--- src/rtl/math_round_ctrl.sv ---
// rtl/math_round_ctrl.sv - addition quiz round sequencer: operand capture, display timing, answer check
// Every output comes from a flop; displayed values are computed from next-state so they track the state.
module math_round_ctrl #(
    parameter int RND_W       = 5,
    parameter int SHOW_CYC    = 25000000,
    parameter int TIMEOUT_CYC = 250000000,
    parameter int ROUNDS      = 10
) (
    input  logic             clk,
    input  logic             rst,
    input  logic [RND_W-1:0] rnd_in,
    input  logic             start,
    input  logic             submit,
    input  logic [7:0]       answer,
    output logic [7:0]       disp_value,
    output logic [6:0]       led,
    output logic [3:0]       score,
    output logic [3:0]       round_num,
    output logic             correct,
    output logic             wrong,
    output logic             game_over
);

    localparam int MAX_CYC = (SHOW_CYC > TIMEOUT_CYC) ? SHOW_CYC : TIMEOUT_CYC;
    localparam int TW      = (MAX_CYC > 1) ? $clog2(MAX_CYC) : 1;

    typedef enum logic [2:0] {
        S_IDLE   = 3'd0,
        S_GEN    = 3'd1,
        S_SHOW_A = 3'd2,
        S_SHOW_B = 3'd3,
        S_ANSWER = 3'd4,
        S_RESULT = 3'd5,
        S_DONE   = 3'd6
    } state_t;

    state_t        state_q, state_n;
    logic [TW-1:0] timer_q, timer_n;
    logic [7:0]    op_a_q, op_a_n;
    logic [7:0]    op_b_q, op_b_n;
    logic [3:0]    score_q, score_n;
    logic [3:0]    round_q, round_n;
    logic [7:0]    disp_q, disp_n;
    logic          correct_q, correct_n;
    logic          wrong_q, wrong_n;
    logic          over_q, over_n;
    logic [8:0]    sum;
    logic [7:0]    res_n;
    logic          show_end;
    logic          timeout_end;

    assign sum         = {1'b0, op_a_q} + {1'b0, op_b_q};
    assign show_end    = (timer_q == TW'(SHOW_CYC - 1));
    assign timeout_end = (timer_q == TW'(TIMEOUT_CYC - 1));

    always_comb begin
        state_n   = state_q;
        timer_n   = timer_q + 1'b1;
        op_a_n    = op_a_q;
        op_b_n    = op_b_q;
        score_n   = score_q;
        round_n   = round_q;
        correct_n = 1'b0;
        wrong_n   = 1'b0;

        case (state_q)
            S_IDLE, S_DONE: begin
                timer_n = '0;
                if (start) begin
                    state_n = S_GEN;
                    score_n = 4'd0;
                    round_n = 4'd1;
                end
            end
            S_GEN: begin
                if (timer_q == '0) begin
                    op_a_n = 8'(rnd_in);
                end else begin
                    op_b_n  = 8'(rnd_in);
                    state_n = S_SHOW_A;
                end
            end
            S_SHOW_A: begin
                if (show_end) state_n = S_SHOW_B;
            end
            S_SHOW_B: begin
                if (show_end) state_n = S_ANSWER;
            end
            S_ANSWER: begin
                // submit takes priority over a coincident timeout
                if (submit) begin
                    state_n = S_RESULT;
                    if ({1'b0, answer} == sum) begin
                        correct_n = 1'b1;
                        score_n   = score_q + 4'd1;
                    end else begin
                        wrong_n = 1'b1;
                    end
                end else if (timeout_end) begin
                    state_n = S_RESULT;
                    wrong_n = 1'b1;
                end
            end
            S_RESULT: begin
                if (show_end) begin
                    if (round_q == 4'(ROUNDS)) begin
                        state_n = S_DONE;
                    end else begin
                        state_n = S_GEN;
                        round_n = round_q + 4'd1;
                    end
                end
            end
            default: begin
                state_n = S_IDLE;
                timer_n = '0;
            end
        endcase

        if (state_n != state_q) timer_n = '0;
    end

    assign res_n = op_a_n + op_b_n;

    always_comb begin
        disp_n = 8'd0;
        case (state_n)
            S_SHOW_A: disp_n = op_a_n;
            S_SHOW_B: disp_n = op_b_n;
            S_ANSWER: disp_n = answer;
            S_RESULT: disp_n = res_n;
            S_DONE:   disp_n = {4'd0, score_n};
            default:  disp_n = 8'd0;
        endcase
        over_n = (state_n == S_DONE);
    end

    always_ff @(posedge clk) begin
        if (rst) begin
            state_q   <= S_IDLE;
            timer_q   <= '0;
            op_a_q    <= 8'd0;
            op_b_q    <= 8'd0;
            score_q   <= 4'd0;
            round_q   <= 4'd0;
            disp_q    <= 8'd0;
            correct_q <= 1'b0;
            wrong_q   <= 1'b0;
            over_q    <= 1'b0;
        end else begin
            state_q   <= state_n;
            timer_q   <= timer_n;
            op_a_q    <= op_a_n;
            op_b_q    <= op_b_n;
            score_q   <= score_n;
            round_q   <= round_n;
            disp_q    <= disp_n;
            correct_q <= correct_n;
            wrong_q   <= wrong_n;
            over_q    <= over_n;
        end
    end

    assign disp_value = disp_q;
    assign led        = {state_q, score_q};
    assign score      = score_q;
    assign round_num  = round_q;
    assign correct    = correct_q;
    assign wrong      = wrong_q;
    assign game_over  = over_q;

endmodule
--- config.mk ---
export PLATFORM = sky130hd
export DESIGN_NAME = math_round_ctrl
export DESIGN_NICKNAME = d
export VERILOG_FILES = /design/src/rtl/math_round_ctrl.sv
export SDC_FILE = /design/constraint.sdc
export NUM_CORES = 1
export LEC_CHECK = 0
export ABC_CLOCK_PERIOD_IN_PS = 6500
export BUFFER_PORTS_ARGS = -buffer_cell sky130_fd_sc_hd__buf_2
export CAP_MARGIN = 10
export CORE_ASPECT_RATIO = 1.4
export CORE_UTILIZATION = 50
export DETAILED_ROUTE_END_ITERATION = 7
export PLACE_DENSITY = 0.65
export SETUP_SLACK_MARGIN = 0.4
export SLEW_MARGIN = 20
export SYNTH_ARGS = -nofsm -noshare
export SYNTH_HDL_FRONTEND = slang
export SYNTH_SLANG_ARGS = --single-unit
--- constraint.sdc ---
create_clock -name clk -period 6.5 [get_ports clk]
set_clock_uncertainty 0.05 [all_clocks]
set_input_delay 1.3 -clock clk [delete_from_list [all_inputs] [get_ports clk]]
set_output_delay 1.3 -clock clk [all_outputs]
set_load 0.05 [all_outputs]
==> summary.md <==
| Metric | Value |
|---|---|
| Status | completed |
| Max Fclk | 240 MHz |
| Placed instance count | 598 |
| Total global routing overflow | 0 |
| Logic pwr share | 0.139 |
| Routed wire length | 9.82 mm |
| Antenna violations before repair | 0 |
| Final Max Tran Viols | 0 |
| Initial drt markers | 193 |
| Place WS | 2.33 ns |
| Core Area | 0.00785 mm2 |
| Share of cells above drive strength 1 | 0.164 |
| Rel. slew slack | 0.524 |
| Worst setup SP type | flip-flop |
| Mean area per synthesized cell | 8.57 um2 |
| Layout Area Growth over Synthesis | 9.33% |
| DR DRC count | 0 |
| P per Cell Area | 196 mW/mm2 |
| Final setup violation count | 0 |
| Flop pwr share | 0.475 |
| Synth Register Bits | 66 |
| P_int | 0.652 mW |
| Total global routing track utilization | 0.248 |
| Mapped Nets | 518 |
| Final layout net count | 548 |
| Placement row count | 38 |
| WL/cell | 16.1 um |
| Hold_buf cts | 0 |
| CTS buffer count | 9 |
| Arr. time, crit path | 4.34 ns |
| Count leader, synth | nor2_1 |
| Final ANT Viol Nets | 0 |
| Worst-path fanout max | 11 |
| N_diodes | 0 |
| CTS tree | built |
| Commonest cells post-synth | nor2_1, dfxtp_1, xnor2_1 |
| Die Ht | 109 um |
| H-Tree Depth | 3 |
| Register Area | 0.00132 mm2 |
| Async S/R FF share, synth | 0 |
| Top sig layer | met4 |
| HP Class | reg -> reg |
| Die area | 0.00858 mm2 |
| Register area share after synthesis | 0.322 |
| Area of placed instances | 0.00430 mm2 |
| Hold Fails Final Rpt | 0 |
| Worst setup path class | reg -> reg |
| Max-Cap Viols | 0 |
| IO Count | 43 |
| Syn Std Cell Area | 0.00411 mm2 |
| Root buf cell | clkbuf_8 |
| Clock sinks | 66 |
| Top cells by area, synth | dfxtp_1, nor2_1, ha_1 |
| # fillers | 766 |
| Tmin final | 4.17 ns |
| Share of the synthesized area in the top cell type | 0.322 |
| Critical Path Sink Type | flip-flop |
| Met2 WL | 5.40 mm |
| Worst-Skew Late Latency | 0.35 ns |
| DR WL met3 | 313 um |
| Drt first pass iters | 4 |
| Tcrit/Tclk final | 0.641 |
| First-pass GRT wire length | 16.1 mm |
| Vias in the first global route | 3379 |
| # port buffers | 42 |
| Measured slew at the worst slew-check pin | 0.711 ns |
| Largest net degree at the start of global routing | 32 |
| Slowest-stage cell, CP | or4_1 |
| DR vias | 3454 |
| Most used DFF post-synth | dfxtp_1 |
| Max clock buf depth | 2 |
| CTS clk-pin slew, worst paths | 0.06 ns |
| Leakage | 1.85 nW |
| Initial Util | 0.523 |
| Post-Layout Inst Area | 0.00449 mm2 |
| Post-cts resize count | 0 |
| HPWL Detailed | 7.71 mm |
| Syn Inst Count | 479 |
| Net Sw Frac | 0.259 |
| Die Wd | 78.6 um |
| Cell accounting for the most synthesized area | dfxtp_1 |
| Post-synthesis cell type count | 62 |
| Postcts setup bufs | 0 |
| Max IR drop VDD | 179 uV |
| Setup ws final | 2.33 ns |
| Routed vias/inst | 5.64 |
| GPL Wtd Cong | 0.903 |
| Post-Route M1 WL | 3.74 mm |
| Layout Cells excl Fill | 612 |
| Clock share of power | 0.386 |
| Required @ worst endpoint | 6.67 ns |
| Crit path top cell by count | mux2_2 |
| Multi-input combinational cell area | 0.00255 mm2 |
| Largest stage delay, worst path | 0.54 ns |
| Synth warn | 0 |
| Number of synthesized flops with an enable pin | 0 |
| Setup_tns | 0 ns |
| P_sw | 0.227 mW |
| RSZ-0062 raised after global routing | no |
| Worst-path cell chain | or4_1 > nor4_1 > nand3_1 > nor3_1 > buf_4 > mux2_2 > ha_1 > inv_1 > fa_1 > nor2b_1 > o21ai_0 > nand2b_1 > xor2_1 > mux2_2 > a221oi_1 > nor2_1 |
power groups by stage:
stage / Combinational, mW / Sequential (mW) / Clock, mW
after global placement: 0.121 / 0.427 / 0
after detailed placement: 0.122 / 0.427 / 0
after global routing: 0.132 / 0.418 / 0.369
final: 0.122 / 0.418 / 0.340
after floorplan: 0.0952 / 0.429 / 0
after CTS: 0.122 / 0.417 / 0.351
placed cells by master (no fill, tap or decap), types with 3 or more instances in the layout:
cell type / count
nor2_1: 72
dfxtp_1: 66
buf_2: 42
xnor2_1: 24
xor2_1: 23
nand2_1: 22
inv_1: 21
ha_1: 20
nand3_1: 18
a21oi_1: 15
nor3_1: 13
nand4_1: 13
o21ai_0: 12
mux2i_1: 11
clkbuf_8: 11
nor4_1: 9
mux2_2: 9
nor2b_1: 9
and4_1: 8
and3_1: 8
nor2_4: 8
o22ai_1: 5
a221oi_1: 5
nor3b_1: 4
and2_1: 4
nand2b_1: 4
a21o_1: 4
or4_1: 3
a211oi_1: 3
area by class of cell:
cell class,instances,area share
Clock inverter,3,0.00892
Sequential cell,66,0.294
Timing Repair Buffer,44,0.0502
Multi-Input combinational cell,367,0.567
Tap cell,100,0.0279
Inverter,21,0.0176
Clock buffer,11,0.0337
kinds of logic (layout without fill, tap and decap cells):
| kind of cell | Yosys count | count (layout) | share of synthesized area |
|---|---|---|---|
| buf+inv | 46 | 79 | 0.0579 |
| compound gates | 64 | 64 | 0.105 |
| mux | 20 | 20 | 0.0515 |
| simple gates | 214 | 214 | 0.293 |
| flops | 66 | 66 | 0.322 |
| xor+xnor | 47 | 47 | 0.100 |
| fa+ha+maj | 22 | 22 | 0.0707 |
per-stage QoR:
| step | utilization | hold slack, ns | power (mW) |
|---|---|---|---|
| after global routing | 0.572 | 0.466 | 0.920 |
| after CTS | 0.572 | 0.439 | 0.891 |
| after floorplan | - | 0.396 | 0.525 |
| after detailed placement | 0.548 | 0.422 | 0.549 |
| final | 0.572 | 0.436 | 0.879 |
| after global placement | 0.548 | 0.411 | 0.548 |
per-layer routing:
| metal | vias up | global-route usage |
|---|---|---|
| li1 | 1749 | - |
| met1 | 1618 | 0.242 |
| met2 | 63 | 0.470 |
| met3 | 24 | 0.0527 |
| met4 | 0 | 0.155 |
| met5 | - | 0 |
worst paths after layout:
| check | slack (ns) | cells after the start | endpoint | start |
|---|---|---|---|---|
| max | 2.33 | 16 | disp_value[4] | timer_q[16] |
| min | 0.44 | 1 | timer_q[0] | timer_q[0] |
| max reg2reg | 2.33 | 16 | disp_value[4] | timer_q[16] |
| min reg2reg | 0.44 | 1 | timer_q[0] | timer_q[0] |
registers in the layout (all words and copies together), names as in the netlist:
name and flops:
timer_q 28, disp_value 8, op_a_q 8, op_b_q 8, round_num 4, score 4, state_q 3, correct 1
game_over 1, wrong 1
worst max-delay path: cells and delay by family, from the launching register on:
family,cells,cell delay [ns]
AOI/OAI and AO/OA,2,0.52
muxes,2,0.66
and+or+nand+nor,7,1.57
DFF,1,0.36
adders and majority gates,2,0.43
xor gates and xnor gates,1,0.14
buffers and inverters,2,0.32
(Power assumes the default switching activity.)
